**src/rtl/mips_if_bpu_pkg.sv**
```systemverilog
// ---------------------------------------------------------------------------
// mips_if_bpu_pkg
// Shared widths, fixed register indices, FSM state encoding and the branch
// target helper used by the IF-stage branch predictor (mips_if_bpu) and its
// optional return-address stack (mips_if_ras).
// ---------------------------------------------------------------------------
package mips_if_bpu_pkg;

    // Architectural address width and register-file index width.
    localparam int ADDR_WIDTH  = 32;
    localparam int RFIDX_WIDTH = 5;

    // $ra: the link register used by jal and by the usual "jr $31" return.
    localparam logic [RFIDX_WIDTH-1:0] RA_IDX = 5'd31;

    // Predictor FSM states; encodings are fixed so they can be observed in
    // waveforms and matched by external checkers.
    typedef enum logic [1:0] {
        ST_IDLE     = 2'b00,
        ST_WAIT_DEP = 2'b01,
        ST_RD_RS    = 2'b10
    } bpu_state_e;

    // Conditional branch target: PC+4 plus the pre-shifted, sign-extended
    // offset, wrapping modulo 2^ADDR_WIDTH.
    function automatic logic [ADDR_WIDTH-1:0] f_bxx_target(
        input logic [ADDR_WIDTH-1:0] pc_incr,
        input logic [ADDR_WIDTH-1:0] b_imm
    );
        return pc_incr + b_imm;
    endfunction

endpackage

```
**src/rtl/mips_if_ras.sv**
```systemverilog
// ---------------------------------------------------------------------------
// mips_if_ras
// Circular return-address stack of RAS_DEPTH entries.  A push when full
// overwrites the oldest entry (the count saturates); a simultaneous
// push+pop replaces the top entry and leaves the count unchanged.  Only
// instantiated when MIPS_BPU_RAS_EN is defined.
//
// Ports
//   clk          in   core clock
//   rst_n        in   asynchronous active-low reset (stack emptied)
//   i_push       in   push i_push_data
//   i_pop        in   pop the top entry (ignored when empty)
//   i_push_data  in   return address to push
//   o_top        out  current top-of-stack entry
//   o_empty      out  stack holds no entries
//   o_full       out  stack holds RAS_DEPTH entries
// ---------------------------------------------------------------------------
module mips_if_ras
    import mips_if_bpu_pkg::*;
#(
    parameter int RAS_DEPTH = 4
) (
    input  logic                  clk,
    input  logic                  rst_n,
    input  logic                  i_push,
    input  logic                  i_pop,
    input  logic [ADDR_WIDTH-1:0] i_push_data,
    output logic [ADDR_WIDTH-1:0] o_top,
    output logic                  o_empty,
    output logic                  o_full
);

    localparam int PTR_W = $clog2(RAS_DEPTH);
    localparam logic [PTR_W:0] DEPTH_CNT = (PTR_W + 1)'(RAS_DEPTH);

    logic [ADDR_WIDTH-1:0] r_mem [RAS_DEPTH];
    logic [PTR_W-1:0]      r_top_ptr;
    logic [PTR_W:0]        r_count;
    logic [PTR_W-1:0]      w_ptr_inc;

    // Depth is a power of two, so pointer arithmetic wraps naturally.
    assign w_ptr_inc = r_top_ptr + 1'b1;
    assign o_top     = r_mem[r_top_ptr];
    assign o_empty   = (r_count == {(PTR_W + 1){1'b0}});
    assign o_full    = (r_count == DEPTH_CNT);

    // Stack pointer, occupancy count and entry storage.
    always_ff @(posedge clk or negedge rst_n) begin
        if (!rst_n) begin
            r_top_ptr <= {PTR_W{1'b0}};
            r_count   <= {(PTR_W + 1){1'b0}};
            for (int i = 0; i < RAS_DEPTH; i++) begin
                r_mem[i] <= {ADDR_WIDTH{1'b0}};
            end
        end else begin
            if (i_push && i_pop) begin
                // jalr through $ra: return consumed and new link pushed.
                r_mem[r_top_ptr] <= i_push_data;
            end else if (i_push) begin
                r_top_ptr        <= w_ptr_inc;
                r_mem[w_ptr_inc] <= i_push_data;
                if (!o_full) begin
                    r_count <= r_count + 1'b1;
                end
            end else if (i_pop && !o_empty) begin
                r_top_ptr <= r_top_ptr - 1'b1;
                r_count   <= r_count - 1'b1;
            end
        end
    end

endmodule

```
**src/rtl/mips_if_bpu.sv**
```systemverilog
// ---------------------------------------------------------------------------
// mips_if_bpu
// IF-stage static branch predictor and next-PC generator.
//   j/jal        : taken, target = dec_j_imm, same cycle.
//   bxx          : backward-taken/forward-not-taken on the offset sign.
//   jr/jalr $0   : taken to address 0, same cycle.
//   jr/jalr $rs  : IF stalls (bpu_wait) while the IF-side regfile port reads
//                  rs, first waiting for any outstanding writer (rs_dep).
//   others       : not taken, prdt_pc = pc_incr.
// EX resolves the branch and raises flush on mispredict, which returns the
// predictor to IDLE and kills any prediction in the same cycle.
//
// Optional feature (macro MIPS_BPU_RAS_EN): a return-address stack of
// RAS_DEPTH entries; jal/jalr push PC+4 and "jr/jalr $31" pops the predicted
// return address without touching the regfile.  With the macro undefined
// there is no stack and RAS_DEPTH is unused.
//
// Ports
//   clk, rst_n                  clock, asynchronous active-low reset
//   ir_valid                    fetched instruction valid
//   flush                       EX flush, kills any BPU operation
//   pc_incr                     PC+4 of the fetched instruction
//   dec_j/jal/jr/jalr/bxx       decoded branch class (one-hot or none)
//   dec_j_imm, dec_b_imm        jump target / branch offset
//   dec_rs_idx, rs_dep          jr/jalr source register and its hazard
//   rf_rs_ren, rf_rs_ridx       regfile read strobe / index
//   rf_rs_rdata                 regfile data, the cycle after rf_rs_ren
//   bpu_wait                    hold PC and IF instruction register
//   prdt_valid/taken/pc         prediction for the current fetch
// ---------------------------------------------------------------------------
module mips_if_bpu
    import mips_if_bpu_pkg::*;
#(
    parameter int RAS_DEPTH = 4
) (
    input  logic                   clk,
    input  logic                   rst_n,
    input  logic                   ir_valid,
    input  logic                   flush,
    input  logic [ADDR_WIDTH-1:0]  pc_incr,
    input  logic                   dec_j,
    input  logic                   dec_jal,
    input  logic                   dec_jr,
    input  logic                   dec_jalr,
    input  logic                   dec_bxx,
    input  logic [ADDR_WIDTH-1:0]  dec_j_imm,
    input  logic [ADDR_WIDTH-1:0]  dec_b_imm,
    input  logic [RFIDX_WIDTH-1:0] dec_rs_idx,
    input  logic                   rs_dep,
    output logic                   rf_rs_ren,
    output logic [RFIDX_WIDTH-1:0] rf_rs_ridx,
    input  logic [ADDR_WIDTH-1:0]  rf_rs_rdata,
    output logic                   bpu_wait,
    output logic                   prdt_valid,
    output logic                   prdt_taken,
    output logic [ADDR_WIDTH-1:0]  prdt_pc
);

    bpu_state_e             r_state;
    bpu_state_e             w_state_nxt;
    logic [RFIDX_WIDTH-1:0] r_rs_ridx;
    logic                   w_ridx_load;

    logic                   w_jr_class;
    logic                   w_rs_zero;
    logic                   w_rs_is_ra;
    logic                   w_ras_hit;
    logic                   w_need_read;
    logic                   w_idle_fire;
    logic                   w_b_taken;
    logic [ADDR_WIDTH-1:0]  w_bxx_target;
    logic                   w_ras_empty;
    logic [ADDR_WIDTH-1:0]  w_ras_top;

    assign w_jr_class   = dec_jr | dec_jalr;
    assign w_rs_zero    = (dec_rs_idx == {RFIDX_WIDTH{1'b0}});
    assign w_rs_is_ra   = (dec_rs_idx == RA_IDX);
    // Return predicted from the stack: no regfile read and no stall.
    assign w_ras_hit    = w_jr_class & w_rs_is_ra & ~w_ras_empty;
    assign w_need_read  = w_jr_class & ~w_rs_zero & ~w_ras_hit;
    // Including rst_n keeps every output low while reset is asserted even
    // if IF still presents a valid jr.
    assign w_idle_fire  = (r_state == ST_IDLE) & ir_valid & ~flush & rst_n;
    assign w_b_taken    = dec_b_imm[ADDR_WIDTH-1];
    assign w_bxx_target = f_bxx_target(pc_incr, dec_b_imm);
    assign rf_rs_ridx   = r_rs_ridx;

`ifdef MIPS_BPU_RAS_EN
    logic w_ras_push;
    logic w_ras_pop;
    logic w_ras_full;

    // Only instructions predicted in the IDLE same-cycle path touch the stack.
    assign w_ras_push = w_idle_fire & ~w_need_read & (dec_jal | dec_jalr);
    assign w_ras_pop  = w_idle_fire & w_ras_hit;

    mips_if_ras #(
        .RAS_DEPTH   (RAS_DEPTH)
    ) u_ras (
        .clk         (clk),
        .rst_n       (rst_n),
        .i_push      (w_ras_push),
        .i_pop       (w_ras_pop),
        .i_push_data (pc_incr),
        .o_top       (w_ras_top),
        .o_empty     (w_ras_empty),
        .o_full      (w_ras_full)
    );
`else
    assign w_ras_empty = 1'b1;
    assign w_ras_top   = {ADDR_WIDTH{1'b0}};
`endif

    // Next-state decode and same-cycle prediction outputs.
    always_comb begin
        w_state_nxt = r_state;
        w_ridx_load = 1'b0;
        rf_rs_ren   = 1'b0;
        bpu_wait    = 1'b0;
        prdt_valid  = 1'b0;
        prdt_taken  = 1'b0;
        prdt_pc     = pc_incr;
        case (r_state)
            ST_IDLE: begin
                if (w_idle_fire) begin
                    if (w_need_read) begin
                        // jr/jalr through a live register: stall IF.
                        bpu_wait    = 1'b1;
                        w_ridx_load = 1'b1;
                        if (rs_dep) begin
                            w_state_nxt = ST_WAIT_DEP;
                        end else begin
                            rf_rs_ren   = 1'b1;
                            w_state_nxt = ST_RD_RS;
                        end
                    end else begin
                        prdt_valid = 1'b1;
                        if (dec_j | dec_jal) begin
                            prdt_taken = 1'b1;
                            prdt_pc    = dec_j_imm;
                        end else if (dec_bxx) begin
                            prdt_taken = w_b_taken;
                            prdt_pc    = w_b_taken ? w_bxx_target : pc_incr;
                        end else if (w_jr_class) begin
                            // Either $0 (target 0) or a stack hit.
                            prdt_taken = 1'b1;
                            prdt_pc    = w_ras_hit ? w_ras_top : {ADDR_WIDTH{1'b0}};
                        end else begin
                            prdt_taken = 1'b0;
                        end
                    end
                end else begin
                    w_state_nxt = ST_IDLE;
                end
            end
            ST_WAIT_DEP: begin
                if (flush) begin
                    w_state_nxt = ST_IDLE;
                end else begin
                    bpu_wait = 1'b1;
                    if (!rs_dep) begin
                        rf_rs_ren   = 1'b1;
                        w_state_nxt = ST_RD_RS;
                    end else begin
                        w_state_nxt = ST_WAIT_DEP;
                    end
                end
            end
            ST_RD_RS: begin
                w_state_nxt = ST_IDLE;
                if (flush) begin
                    prdt_valid = 1'b0;
                end else begin
                    prdt_valid = 1'b1;
                    prdt_taken = 1'b1;
                    prdt_pc    = rf_rs_rdata;
                end
            end
            default: begin
                w_state_nxt = ST_IDLE;
            end
        endcase
    end

    // FSM state register.
    always_ff @(posedge clk or negedge rst_n) begin
        if (!rst_n) begin
            r_state <= ST_IDLE;
        end else begin
            r_state <= w_state_nxt;
        end
    end

    // Read index captured when leaving IDLE; stable for WAIT_DEP and RD_RS.
    always_ff @(posedge clk or negedge rst_n) begin
        if (!rst_n) begin
            r_rs_ridx <= {RFIDX_WIDTH{1'b0}};
        end else if (w_ridx_load) begin
            r_rs_ridx <= dec_rs_idx;
        end else begin
            r_rs_ridx <= r_rs_ridx;
        end
    end

endmodule
```
**config.mk**
```make
export PLATFORM = sky130hd
export DESIGN_NAME = mips_if_bpu
export DESIGN_NICKNAME = d
export VERILOG_FILES = /design/src/rtl/mips_if_bpu_pkg.sv /design/src/rtl/mips_if_ras.sv /design/src/rtl/mips_if_bpu.sv
export SDC_FILE = /design/constraint.sdc
export NUM_CORES = 1
export LEC_CHECK = 0
export CELL_PAD_IN_SITES_DETAIL_PLACEMENT = 0
export CELL_PAD_IN_SITES_GLOBAL_PLACEMENT = 2
export CORE_MARGIN = 4
export CORE_UTILIZATION = 18
export CTS_CLUSTER_SIZE = 28
export DETAILED_ROUTE_END_ITERATION = 8
export GPL_TIMING_DRIVEN = 0
export PLACE_DENSITY = 0.9
export SLEW_MARGIN = 20
export SYNTH_ARGS = -nofsm -noshare
export SYNTH_HDL_FRONTEND = slang
export SYNTH_SLANG_ARGS = --single-unit
export TNS_END_PERCENT = 30
```
**constraint.sdc**
```tcl
create_clock -name clk -period 3.04 [get_ports clk]
set_clock_uncertainty 0.05 [all_clocks]
set_input_delay 0.456 -clock clk [delete_from_list [all_inputs] [get_ports clk]]
set_output_delay 0.456 -clock clk [all_outputs]
set_load 0.01 [all_outputs]
```
# Yosys cells after proc, flatten, opt, wreduce, memory -nomap -nowiden
# Index checks and enable logic that the tools add are counted.
# op_classes
n_eq_ne	3
div_mod_pow	0
n_bitwise	8
shift	0
mux	32
n_lt_le_gt_ge	0
n_reduce_logical	2
multipliers	0
add_sub_neg	1
# op_table
cell	count
two-way mux 32 bit	7
case mux 32 bit (2 select lines)	1
adder 32 bit	1
two-way mux 1 bit	15
two-way mux 2 bit	4
case mux 1 bit (2 select lines)	4
logical NOT 5 bit	1
AND 1 bit	4
case mux 2 bit (2 select lines)	1
!= test 3 bit (second input constant)	1
equality test 2 x 1 -> 1 bit (second input constant)	1
equality test 2 bit (second input constant)	1
logical NOT 2 bit	1
inverter 1 bit	2
OR 1 bit	2
# word_totals
word_cells	48
out_inout_bits	41
latchBits	0
n_memories	0
regBits	7
in_bits	143
mem_bits_rw	0
mem_bits_ro	0

# Logic depth before layout (Yosys ltp)
# depth
ltp_word	7
depth_mapped	11

# Worst setup path before layout
# No wires, ideal clock.
# synth_path
kind	input-to-output
start	in pc_incr[0]
end	out prdt_pc[26]
cell_stages	11
path_buffers	0
path_slack_ns	-0.213
t_required_ns	2.534
arrival_time_ns	2.747
path_cell_list	ha_1 > inv_1 > fa_1 > nor2b_4 > o31a_1 > a311oi_2 > a21oi_2 > o41ai_4 > nor3_1 > mux2_4 > a41oi_2
# synth_between
elab_chain_len	7
# synth_lines
item	line_no	rtl
from (decl)	mips_if_bpu.sv:40	input logic [ADDR_WIDTH-1:0] pc_incr,
adder 32 bit	mips_if_bpu_pkg.sv:30	return pc_incr + b_imm;
two-way mux 32 bit	mips_if_bpu.sv:143	prdt_pc = w_b_taken ? w_bxx_target : pc_incr;
two-way mux 32 bit	mips_if_bpu.sv:141	end else if (dec_bxx) begin
two-way mux 32 bit	mips_if_bpu.sv:138	if (dec_j | dec_jal) begin
two-way mux 32 bit	mips_if_bpu.sv:126	if (w_need_read) begin
two-way mux 32 bit	mips_if_bpu.sv:125	if (w_idle_fire) begin
case mux 32 bit (2 select lines)	mips_if_bpu.sv:123	case (r_state)
to (decl)	mips_if_bpu.sv:56	output logic [ADDR_WIDTH-1:0] prdt_pc
# No other way between the ends.

# Worst setup path in the final report
# layout_path
start	in dec_b_imm[0]
end	out prdt_pc[26]
# layout_between
elab_chain_len	7
# layout_lines
item	line_no	rtl
from (decl)	mips_if_bpu.sv:47	input logic [ADDR_WIDTH-1:0] dec_b_imm,
adder 32 bit	mips_if_bpu_pkg.sv:30	
two-way mux 32 bit	mips_if_bpu.sv:143	
two-way mux 32 bit	mips_if_bpu.sv:141	
two-way mux 32 bit	mips_if_bpu.sv:138	
two-way mux 32 bit	mips_if_bpu.sv:126	
two-way mux 32 bit	mips_if_bpu.sv:125	
case mux 32 bit (2 select lines)	mips_if_bpu.sv:123	
# No other way between the ends.

==> metrics <==
status=finished, violations left; violated checks=negative setup slack; Mapped Cells=522; ys async rst share=100%; final core utilization=37.7%; VDD IR-drop max=0.000143 V; buffer depth of the longest clock path=2; top post-synthesis cells by area=ha_1 (11%), a21oi_1 (9.8%), o21ai_0 (7.4%); Final Setup Violations=19; synth cell count leaders=a21oi_1 (68), nand2_1 (55), o21ai_0 (51), nor2_1 (40), ha_1 (31); Chip Height=147 µm; RSZ-0062 raised after global routing=yes; Area growth, synth to finish=105%; synthesized flop and latch total=7; antenna violations before repair=2; minimum clock period after layout=3.44 ns; syn_nets=697; antenna-violating nets left=0; via/cell ratio=5.25; dpl hpwl=16200 µm; worst setup margin=-0.405 ns; Initial Util=18.4%; clk sink count=7; boundary pin count=184; Final Wtd Congestion=0.864; core area=18800 µm²; WHS=0.0177 ns; total global routing track utilization=18.7%; routed wire length=21300 µm; most instantiated library cell after synthesis=a21oi_1; slew margin rel.=54.6%; routed wirelength normalized by instance count=20.7 µm; Fill cells=1947; share of post-route cells with drive strength above 1=36.4%; Leak=0.00281 µW; Max Freq=290 MHz; grt ovf=0; vias in the first global route=5627; Slew @ Worst Pin=0.681 ns; Starting DRT DRC Count=380; multi-input logic area=4010 µm²; hold buffer count at cts=0; DR DRC count=0; FP Rows=50; CP Launch Type=primary input; Worst Setup End Kind=output pin; EDFF count, synth=0; worst hold path type=in2async; Worst Path Max Fanout=3; Die Area=21500 µm²; CP Class=in2out; root buf cell=clkbuf_16; Die Wd=147 µm; storage element area=175 µm²; CTS buffer count=3; syn_area_per_cell=6.64 µm²; final layout net count=946; vias=5413; commonest register cell after synthesis=dfrtp_1; max-capacitance violation count=0; first-pass GRT wire length=32100 µm; Critical Path AT=2.94 ns; period utilisation layout=113%; Port Buf Inserts=182; worst skew pair latency=0.23 ns; count of final hold-check violations=0; clock slew at reported path FFs=0.04 ns; largest net degree at the start of global routing=11; sequential-to-total area share from yosys stat=5.05%; Yosys cell types=62; Synth area leader=ha_1; TritonCTS clock tree=built; H-tree depth=1; Mapped Area=3470 µm²; post-synth top area share=11.2%; Synth Warn #=0; Pwr Density=228 nW/µm²; Worst EP required=2.53 ns; 1st-pass router iterations=7; Slew Limit Fails=0; Post-Route Setup TNS=-3.57 ns
-- final cells by class --
class	instances	share of cell area [%]
Tap cell	260	4.58
Clock buffer	4	1.11
Timing Repair Buffer	254	31.9
Multi-Input combinational cell	465	56.5
Buffer	23	2.54
Inverter	17	0.899
Sequential cell	7	2.47
Antenna cell	1	0.0352
-- metal layers --
metal  up-vias  wire, µm  share of wire [%]  GRT usage (%)
met4         0       669                3.1           6.40
li1       2550         -                  -              -
met1      2551      8900                 42           24.5
met2       264     10100                 47           31.1
met3        48      1660                7.8           2.90
met5         -         0                  0              0
-- worst max-delay path: stages --
cell	delay, ns
buf_6	0.08
ha_4	0.13
inv_2	0.04
fa_2	0.39
nor2b_4	0.12
o31a_1	0.22
a311oi_4	0.14
a21oi_2	0.24
o41ai_4	0.08
buf_4	0.17
buf_6	0.12
nor3_4	0.16
mux2_4	0.32
a41oi_2	0.13
buf_2	0.16
-- per-stage QoR --
step | instance area [µm²] | worst slack [ns] | std cells | total power [µW]
after CTS | 6800 | -0.620 | 1019 | 1540
after global placement | 5620 | -1.62 | 964 | 1110
after global routing | 7100 | -0.506 | 1031 | 1720
after floorplan | 3470 | -0.0531 | 522 | 628
after detailed placement | 5620 | -1.61 | 964 | 1110
final | 7100 | -0.405 | 1031 | 1620
-- final timing paths --
check	start	endpoint	slack, ns	cells after the start
setup / recovery	dec_b_imm[0]	prdt_pc[26]	-0.40	15
hold / removal	rst_n	rf_rs_ridx[0]	0.02	1
setup reg to reg	r_state[0]	rf_rs_ridx[2]	0.91	6
hold reg to reg	rf_rs_ridx[4]	rf_rs_ridx[4]	0.46	1
max in group asynchronous	rst_n	rf_rs_ridx[1]	2.74	1
min in group clk	dec_rs_idx[4]	rf_rs_ridx[4]	0.41	2
-- cell usage in the layout (no fill, tap or decap), types with 6 or more instances in the layout --
| cell type | n |
|---|---|
| nand4_1 | 12 |
| dlygate4sd2_1 | 26 |
| clkdlybuf4s50_1 | 92 |
| nand3_1 | 8 |
| a221oi_2 | 6 |
| a21o_1 | 11 |
| o21ai_1 | 12 |
| o21ai_0 | 28 |
| a21oi_2 | 17 |
| a22oi_1 | 22 |
| clkbuf_2 | 14 |
| o211ai_1 | 8 |
| a22o_1 | 11 |
| a21oi_1 | 48 |
| o22ai_1 | 6 |
| dlymetal6s2s_1 | 8 |
| a222oi_1 | 9 |
| nor2_1 | 30 |
| nor2_4 | 8 |
| a211oi_1 | 6 |
| o21ai_2 | 9 |
| clkdlybuf4s15_2 | 13 |
| clkbuf_1 | 7 |
| buf_2 | 25 |
| xnor2_1 | 16 |
| ha_4 | 23 |
| nand2_1 | 46 |
| inv_1 | 14 |
| dfrtp_1 | 7 |
| buf_6 | 22 |
| buf_4 | 60 |
| o221ai_1 | 6 |
-- registers in the layout, summed over array words and instances, names as in the netlist --
name	cells
r_state	2
rf_rs_ridx	5
-- cell families after synthesis --
logic type | synth area share (%)
compound gates | 48.7
xor+xnor | 5.56
fa+ha+maj | 11.8
buf+inv | 5.63
flops | 5.05
mux | 2.63
simple gates | 20.6
-- repair_timing --
item	in CTS	in global routing
endpoints found under the setup margin	36	34
buffers inserted	60	14
resized for setup	393	88
pin swaps	53	35
cloned	0	0
endpoints found under the hold margin	0	0
-- report_power, final --
part / leakage [µW] / internal [µW] / switching [µW]
Clock: 0.0000382 / 175 / 55.5
Combinational: 0.00269 / 643 / 627
Sequential: 0.0000872 / 111 / 8.40
Total: 0.00281 / 929 / 691
No activity file was read; power rests on OpenSTA's default activity.
